==> config.mk <==
export PLATFORM = sky130hd
export DESIGN_NAME = mc_ctrl_fsm
export DESIGN_NICKNAME = d
export VERILOG_FILES = /design/src/rtl/mc_ctrl_fsm.sv
export SDC_FILE = /design/constraint.sdc
export NUM_CORES = 1
export LEC_CHECK = 0
export ABC_AREA = 1
export CAP_MARGIN = 20
export CORE_MARGIN = 2
export CORE_UTILIZATION = 45
export CTS_CLUSTER_SIZE = 16
export DETAILED_ROUTE_END_ITERATION = 7
export DONT_BUFFER_PORTS = 1
export PLACE_DENSITY_LB_ADDON = 0.08
export SLEW_MARGIN = 5
export SYNTH_ARGS = -nofsm -noshare
export SYNTH_HDL_FRONTEND = slang
export SYNTH_SLANG_ARGS = --single-unit
==> constraint.sdc <==
create_clock -name clk -period 3.28 [get_ports clk]
set_clock_uncertainty 0.15 [all_clocks]
set_input_delay 0.164 -clock clk [delete_from_list [all_inputs] [get_ports clk]]
set_output_delay 0.164 -clock clk [all_outputs]
set_load 0.005 [all_outputs]
==> src/rtl/mc_ctrl_fsm.sv <==
// Multicycle control sequencer for the OTTER MCU.
// It fetches an instruction over a req/ack handshake and latches it into IR.
// It decodes the opcode into an immediate-format select, then sequences
// execute, data-memory access, writeback and trap entry.
// The memory request lines are registered from the next state. They are 0 while
// reset is asserted and drop in the same cycle that reset asserts.
// Because of this, the first FETCH cycle after reset has no request.
module mc_ctrl_fsm #(
  parameter int TIMEOUT_CYCLES = 255
) (
  input  logic        clk,
  input  logic        rst_n,
  output logic        imem_req,
  input  logic        imem_ack,
  input  logic [31:0] imem_rdata,
  output logic [31:0] ir,
  output logic [2:0]  imm_sel,
  output logic        dmem_req,
  output logic        dmem_we,
  input  logic        dmem_ack,
  output logic        pc_we,
  output logic        rf_we,
  input  logic        intr,
  input  logic        int_en,
  output logic        trap_taken,
  output logic [1:0]  trap_cause,
  output logic        busy
);

  typedef enum logic [2:0] {
    S_FETCH  = 3'd0,
    S_DECODE = 3'd1,
    S_EXEC   = 3'd2,
    S_MEM    = 3'd3,
    S_WB     = 3'd4,
    S_TRAP   = 3'd5
  } state_t;

  localparam logic [6:0] OP_LUI    = 7'b0110111;
  localparam logic [6:0] OP_AUIPC  = 7'b0010111;
  localparam logic [6:0] OP_JAL    = 7'b1101111;
  localparam logic [6:0] OP_JALR   = 7'b1100111;
  localparam logic [6:0] OP_LOAD   = 7'b0000011;
  localparam logic [6:0] OP_OPIMM  = 7'b0010011;
  localparam logic [6:0] OP_SYSTEM = 7'b1110011;
  localparam logic [6:0] OP_STORE  = 7'b0100011;
  localparam logic [6:0] OP_BRANCH = 7'b1100011;
  localparam logic [6:0] OP_OP     = 7'b0110011;

  localparam logic [2:0] IMM_I    = 3'd0;
  localparam logic [2:0] IMM_S    = 3'd1;
  localparam logic [2:0] IMM_B    = 3'd2;
  localparam logic [2:0] IMM_U    = 3'd3;
  localparam logic [2:0] IMM_J    = 3'd4;
  localparam logic [2:0] IMM_NONE = 3'd7;

  localparam logic [1:0] CAUSE_INT = 2'd0;
  localparam logic [1:0] CAUSE_ILL = 2'd1;
  localparam logic [1:0] CAUSE_BUS = 2'd2;

  // Last count value before the limit: a request that is still unacked when
  // the counter holds this value has waited TIMEOUT_CYCLES cycles.
  localparam logic [7:0] TO_LAST = 8'(TIMEOUT_CYCLES - 1);

  state_t      state, state_nxt;
  logic [7:0]  to_cnt;
  logic [1:0]  cause_nxt;
  logic [2:0]  dec_imm;
  logic        dec_legal;
  logic [6:0]  opc;
  logic        is_load, is_store, is_mem, no_rf;
  logic        irq_take;

  assign opc      = ir[6:0];
  assign is_load  = (opc == OP_LOAD);
  assign is_store = (opc == OP_STORE);
  assign is_mem   = is_load | is_store;
  assign no_rf    = (opc == OP_BRANCH) | (opc == OP_SYSTEM);
  assign irq_take = intr & int_en;

  // Opcode to immediate format. Anything not listed, including IR[1:0] != 2'b11, is illegal.
  always_comb begin
    dec_imm   = IMM_NONE;
    dec_legal = 1'b1;
    case (opc)
      OP_LUI, OP_AUIPC:                       dec_imm = IMM_U;
      OP_JAL:                                 dec_imm = IMM_J;
      OP_JALR, OP_LOAD, OP_OPIMM, OP_SYSTEM:  dec_imm = IMM_I;
      OP_STORE:                               dec_imm = IMM_S;
      OP_BRANCH:                              dec_imm = IMM_B;
      OP_OP:                                  dec_imm = IMM_NONE;
      default: begin
        dec_imm   = IMM_NONE;
        dec_legal = 1'b0;
      end
    endcase
  end

  // Next-state logic and the cause to record on entry to TRAP.
  always_comb begin
    state_nxt = state;
    cause_nxt = trap_cause;
    case (state)
      S_FETCH: begin
        if (imem_req) begin
          if (imem_ack) begin
            state_nxt = S_DECODE;
          end else if (to_cnt == TO_LAST) begin
            state_nxt = S_TRAP;
            cause_nxt = CAUSE_BUS;
          end
        end
      end
      S_DECODE: begin
        if (dec_legal) begin
          state_nxt = S_EXEC;
        end else begin
          state_nxt = S_TRAP;
          cause_nxt = CAUSE_ILL;
        end
      end
      S_EXEC: begin
        if (is_mem) begin
          state_nxt = S_MEM;
        end else if (irq_take) begin
          state_nxt = S_TRAP;
          cause_nxt = CAUSE_INT;
        end else begin
          state_nxt = S_FETCH;
        end
      end
      S_MEM: begin
        if (dmem_req) begin
          if (dmem_ack) begin
            state_nxt = S_WB;
          end else if (to_cnt == TO_LAST) begin
            state_nxt = S_TRAP;
            cause_nxt = CAUSE_BUS;
          end
        end
      end
      S_WB: begin
        if (irq_take) begin
          state_nxt = S_TRAP;
          cause_nxt = CAUSE_INT;
        end else begin
          state_nxt = S_FETCH;
        end
      end
      S_TRAP:  state_nxt = S_FETCH;
      default: state_nxt = S_FETCH;
    endcase
  end

  // State register, timeout counter and registered request lines.
  always_ff @(posedge clk or negedge rst_n) begin
    if (!rst_n) begin
      state    <= S_FETCH;
      to_cnt   <= 8'd0;
      imem_req <= 1'b0;
      dmem_req <= 1'b0;
      dmem_we  <= 1'b0;
    end else begin
      state    <= state_nxt;
      imem_req <= (state_nxt == S_FETCH);
      dmem_req <= (state_nxt == S_MEM);
      dmem_we  <= (state_nxt == S_MEM) & is_store;
      if (state_nxt != state)
        to_cnt <= 8'd0;
      else if ((state == S_FETCH && imem_req && !imem_ack) ||
               (state == S_MEM && dmem_req && !dmem_ack))
        to_cnt <= to_cnt + 8'd1;
    end
  end

  // IR, immediate select and trap cause: each is loaded only at its own event.
  always_ff @(posedge clk or negedge rst_n) begin
    if (!rst_n) begin
      ir         <= 32'd0;
      imm_sel    <= IMM_NONE;
      trap_cause <= CAUSE_INT;
    end else begin
      if (state == S_FETCH && imem_req && imem_ack)
        ir <= imem_rdata;
      if (state == S_DECODE)
        imm_sel <= dec_imm;
      if (state_nxt == S_TRAP && state != S_TRAP)
        trap_cause <= cause_nxt;
    end
  end

  // Strobes decoded from the state register and IR only.
  always_comb begin
    pc_we      = ((state == S_EXEC) & ~is_mem) | (state == S_WB);
    rf_we      = ((state == S_EXEC) & ~is_mem & ~no_rf) | ((state == S_WB) & is_load);
    trap_taken = (state == S_TRAP);
    busy       = (state != S_FETCH);
  end

endmodule

==> flow_summary.toml <==
[clock_tree]
cts_tree = "built"
cts_made_buffers = 5
cts_resized = 0
cts.path.max_buffers = 2
clock_latency_ns = 0.31
htreeDepth = 2
cts.sinks = 51
clock-root-buffer = "clkbuf_8"
clkSlewWorstSetupHoldPaths_ns = 0.10

[global_route]
antenna_found_initial = 0
grt_pass1_wl_um = 10150
gr-total-overflow = 0
grt_max_degree = 52
grt_pass1_vias = 2156
grt_use_total_pct = 21.16

[sta]
hold_viol = 0
period_share_pct = 61.99
rsz0062_at_grt = "false"
hold_slack_ns = 0.08481
maxSlewHeadroom_pct = 61.86
finalSetupViolCount = 0
maxSlewViolCount = 0
finalSetupTns_ns = 0
timing.fmax_mhz = 491.8
worst_pin_slew_ns = 0.5712
fin_crit_ns = 2.033

[cells_and_area]
nets = 383
insertedDiodeCount = 0
final_common_cell = "nand2_1"
fin_area_mm2 = 0.002992
area_delta_synth_final_pct = 21.56
drive_gt1_share_pct = 13.37
final_cell_mix = "125 x nand2_1, 48 x dfrtp_1, 34 x dlygate4sd3_1, 20 x inv_1, 20 x nor2_1"
stdcell_count = 414

[routing]
wl_per_cell_um = 13.83
drtIter0Drc = 120
final_antenna_net_count = 0
finalWirelength_um = 5725
dr.pass1.iters = 4
vias = 2049
drt-vias-per-instance = 4.949
drc = 0

[floorplan]
die-area_mm2 = 0.006077
row_count = 26
ios = 82
core_area_mm2 = 0.005205
die_h_um = 77.96
initial_core_util_pct = 47.28
dieWidth_um = 77.96

[worst_setup_path]
worstSetupStartpointType = "flop"
crit_fanout = 8
slowest_delay_ns = 0.44
worst_ep_arrival_time_ns = 2.09
required_ns = 3.33
crit_type = "flop to flop"
critPathCaptureType = "flop"
cp_cell_sequence = "inv_1 > nand2_1 > nor2_2 > nand2_1 > nand2_1 > nor2_1 > nand3_1 > nand3_2 > nand2_1 > nand2_2 > nand3_4 > nor2_2"
slowest_stage = "dfrtp_1"
crit_top_cell = "nand2_1"

[synthesis]
synth.area.top_cells = "dfrtp_1 49%, nand2_1 19%, nand3_1 3.5%, nor2_2 3.3%, dfstp_2 3.2%"
syn_avg_cell_area_um2 = 8.043
synth_cell_types = 31
netlist_instances = 306
yosysWarnings = 0
synth_seq_cells = 51
synth_area_mm2 = 0.002461
synth_top_area_share_pct = 48.81
yosysSeqAreaShare_pct = 52.01
synth_largest_area_cell = "dfrtp_1"
syn_nets = 346

[run]
maxCapViolations = 0

[power]
leakagePower_nw = 1.484
p_int_w = 0.001303
switchingPower_w = 0.0009832
pwr-share-clk_pct = 17.1
pwr-share-seq_pct = 48.8
combPwrFrac_pct = 34.1
power_density_mw_per_mm2 = 764.2
total_power_w = 0.002286
ir_drop_mv = 0.3553
switching_share_pct = 43.00

[placement]
place.detailed.hpwl_um = 3800
portBuffers = 0
gp_congestion = 0.8773
placed_cells = 371
dpl-instance-area_mm2 = 0.002529

[run_status]
outcome = "finished, final reports clean"

[worst_hold_path]
holdCritPathClass = "input pin to flop"
sequential cells by signal, indices dropped and copies added (netlist names):
name / flops
state: 3
dmem_we: 1
dmem_req: 1
trap_cause: 2
ir: 32
imem_req: 1
imm_sel: 3
to_cnt: 8
per-layer routing:
metal	wire, um	vias up	track usage (%)
li1	-	1026	-
met1	2499	942	26.95
met2	2716	72	34.22
met3	403	9	7.209
met4	105	0	6.316
met5	0	-	0
path summary, 6_finish.rpt:
path / endpoint / startpoint / cells after the start / slack (ns)
setup / recovery: to_cnt[5] / ir[3] / 12 / 1.25
hold / removal: state[2] / int_en / 4 / 0.08
setup reg to reg: to_cnt[5] / ir[3] / 12 / 1.25
hold reg to reg: imm_sel[0] / imm_sel[0] / 2 / 0.33
max in group asynchronous: imm_sel[2] / rst_n / 2 / 2.49
min in group asynchronous: dmem_we / rst_n / 2 / 0.22
worst max-delay path, delay by kind of cell, from the launching register on:
| family | cells | cell delay (ns) |
|---|---|---|
| DFF | 1 | 0.44 |
| buffers and inverters | 1 | 0.13 |
| and+or+nand+nor | 11 | 1.21 |
power by group through the flow:
| stage | combinational (W) | sequential [W] | clock [W] |
|---|---|---|---|
| CTS | 0.000781 | 0.00112 | 0.000400 |
| global route | 0.000911 | 0.00116 | 0.000431 |
| floorplan | 0.000602 | 0.00106 | 0 |
| detailed placement | 0.000736 | 0.00113 | 0 |
| global placement | 0.000711 | 0.00113 | 0 |
| finish | 0.000779 | 0.00112 | 0.000391 |
Yosys cell counts (all sizes together):
| library cell | n |
|---|---|
| dfrtp | 48 |
| a2bb2oi | 2 |
| clkbuf | 1 |
| dfstp | 3 |
| buf | 5 |
| mux2i | 1 |
| xor2 | 6 |
| o22ai | 1 |
| nor2 | 33 |
| o21ai | 9 |
| nand4 | 4 |
| inv | 29 |
| nor3 | 5 |
| a21boi | 1 |
| a31oi | 1 |
| or2 | 1 |
| ha | 2 |
| nand3 | 21 |
| a211oi | 1 |
| nand2 | 128 |
| a21oi | 3 |
| nor4 | 1 |
cell type report:
cell class	count	area, um2
fill	496	2213
clock inverter	3	26.28
multi-input combinational	220	1045
timing repair buffer	36	375.4
tap	70	87.58
inverter	29	108.9
clock buffer	5	68.82
sequential	51	1280
per-stage QoR:
| step | utilization [%] | setup slack, ns |
|---|---|---|
| 4_1_cts | 57.48 | 1.223 |
| 3_3_place_gp | 48.58 | 1.240 |
| 3_5_place_dp | 48.58 | 1.241 |
| 5_1_grt | 57.48 | 1.037 |
| 2_1_floorplan | - | 1.541 |
| 6_report | 57.48 | 1.247 |
cell families (layout without fill, tap and decap cells):
family                   after synthesis  count (layout)  share of synthesized area, %
AO/OA/AOI/OAI                         18              18                         4.576
XOR/XNOR                               6               6                         2.135
adder cells (fa/ha/maj)                2               2                         1.017
buffers and inverters                 35              73                         5.541
flip-flops                            51              51                         52.01
multiplexers                           1               1                        0.4067
AND/OR/NAND/NOR                      193             193                         34.32
repair_timing:
action | 4_1_cts | 5_1_grt
hold buffers | 35 | 0
endpoints found under the hold margin | 84 | 0
endpoints found under the setup margin | 0 | 0
buffers inserted | 0 | 0
Note: power is estimated with default switching activity, not from simulation.
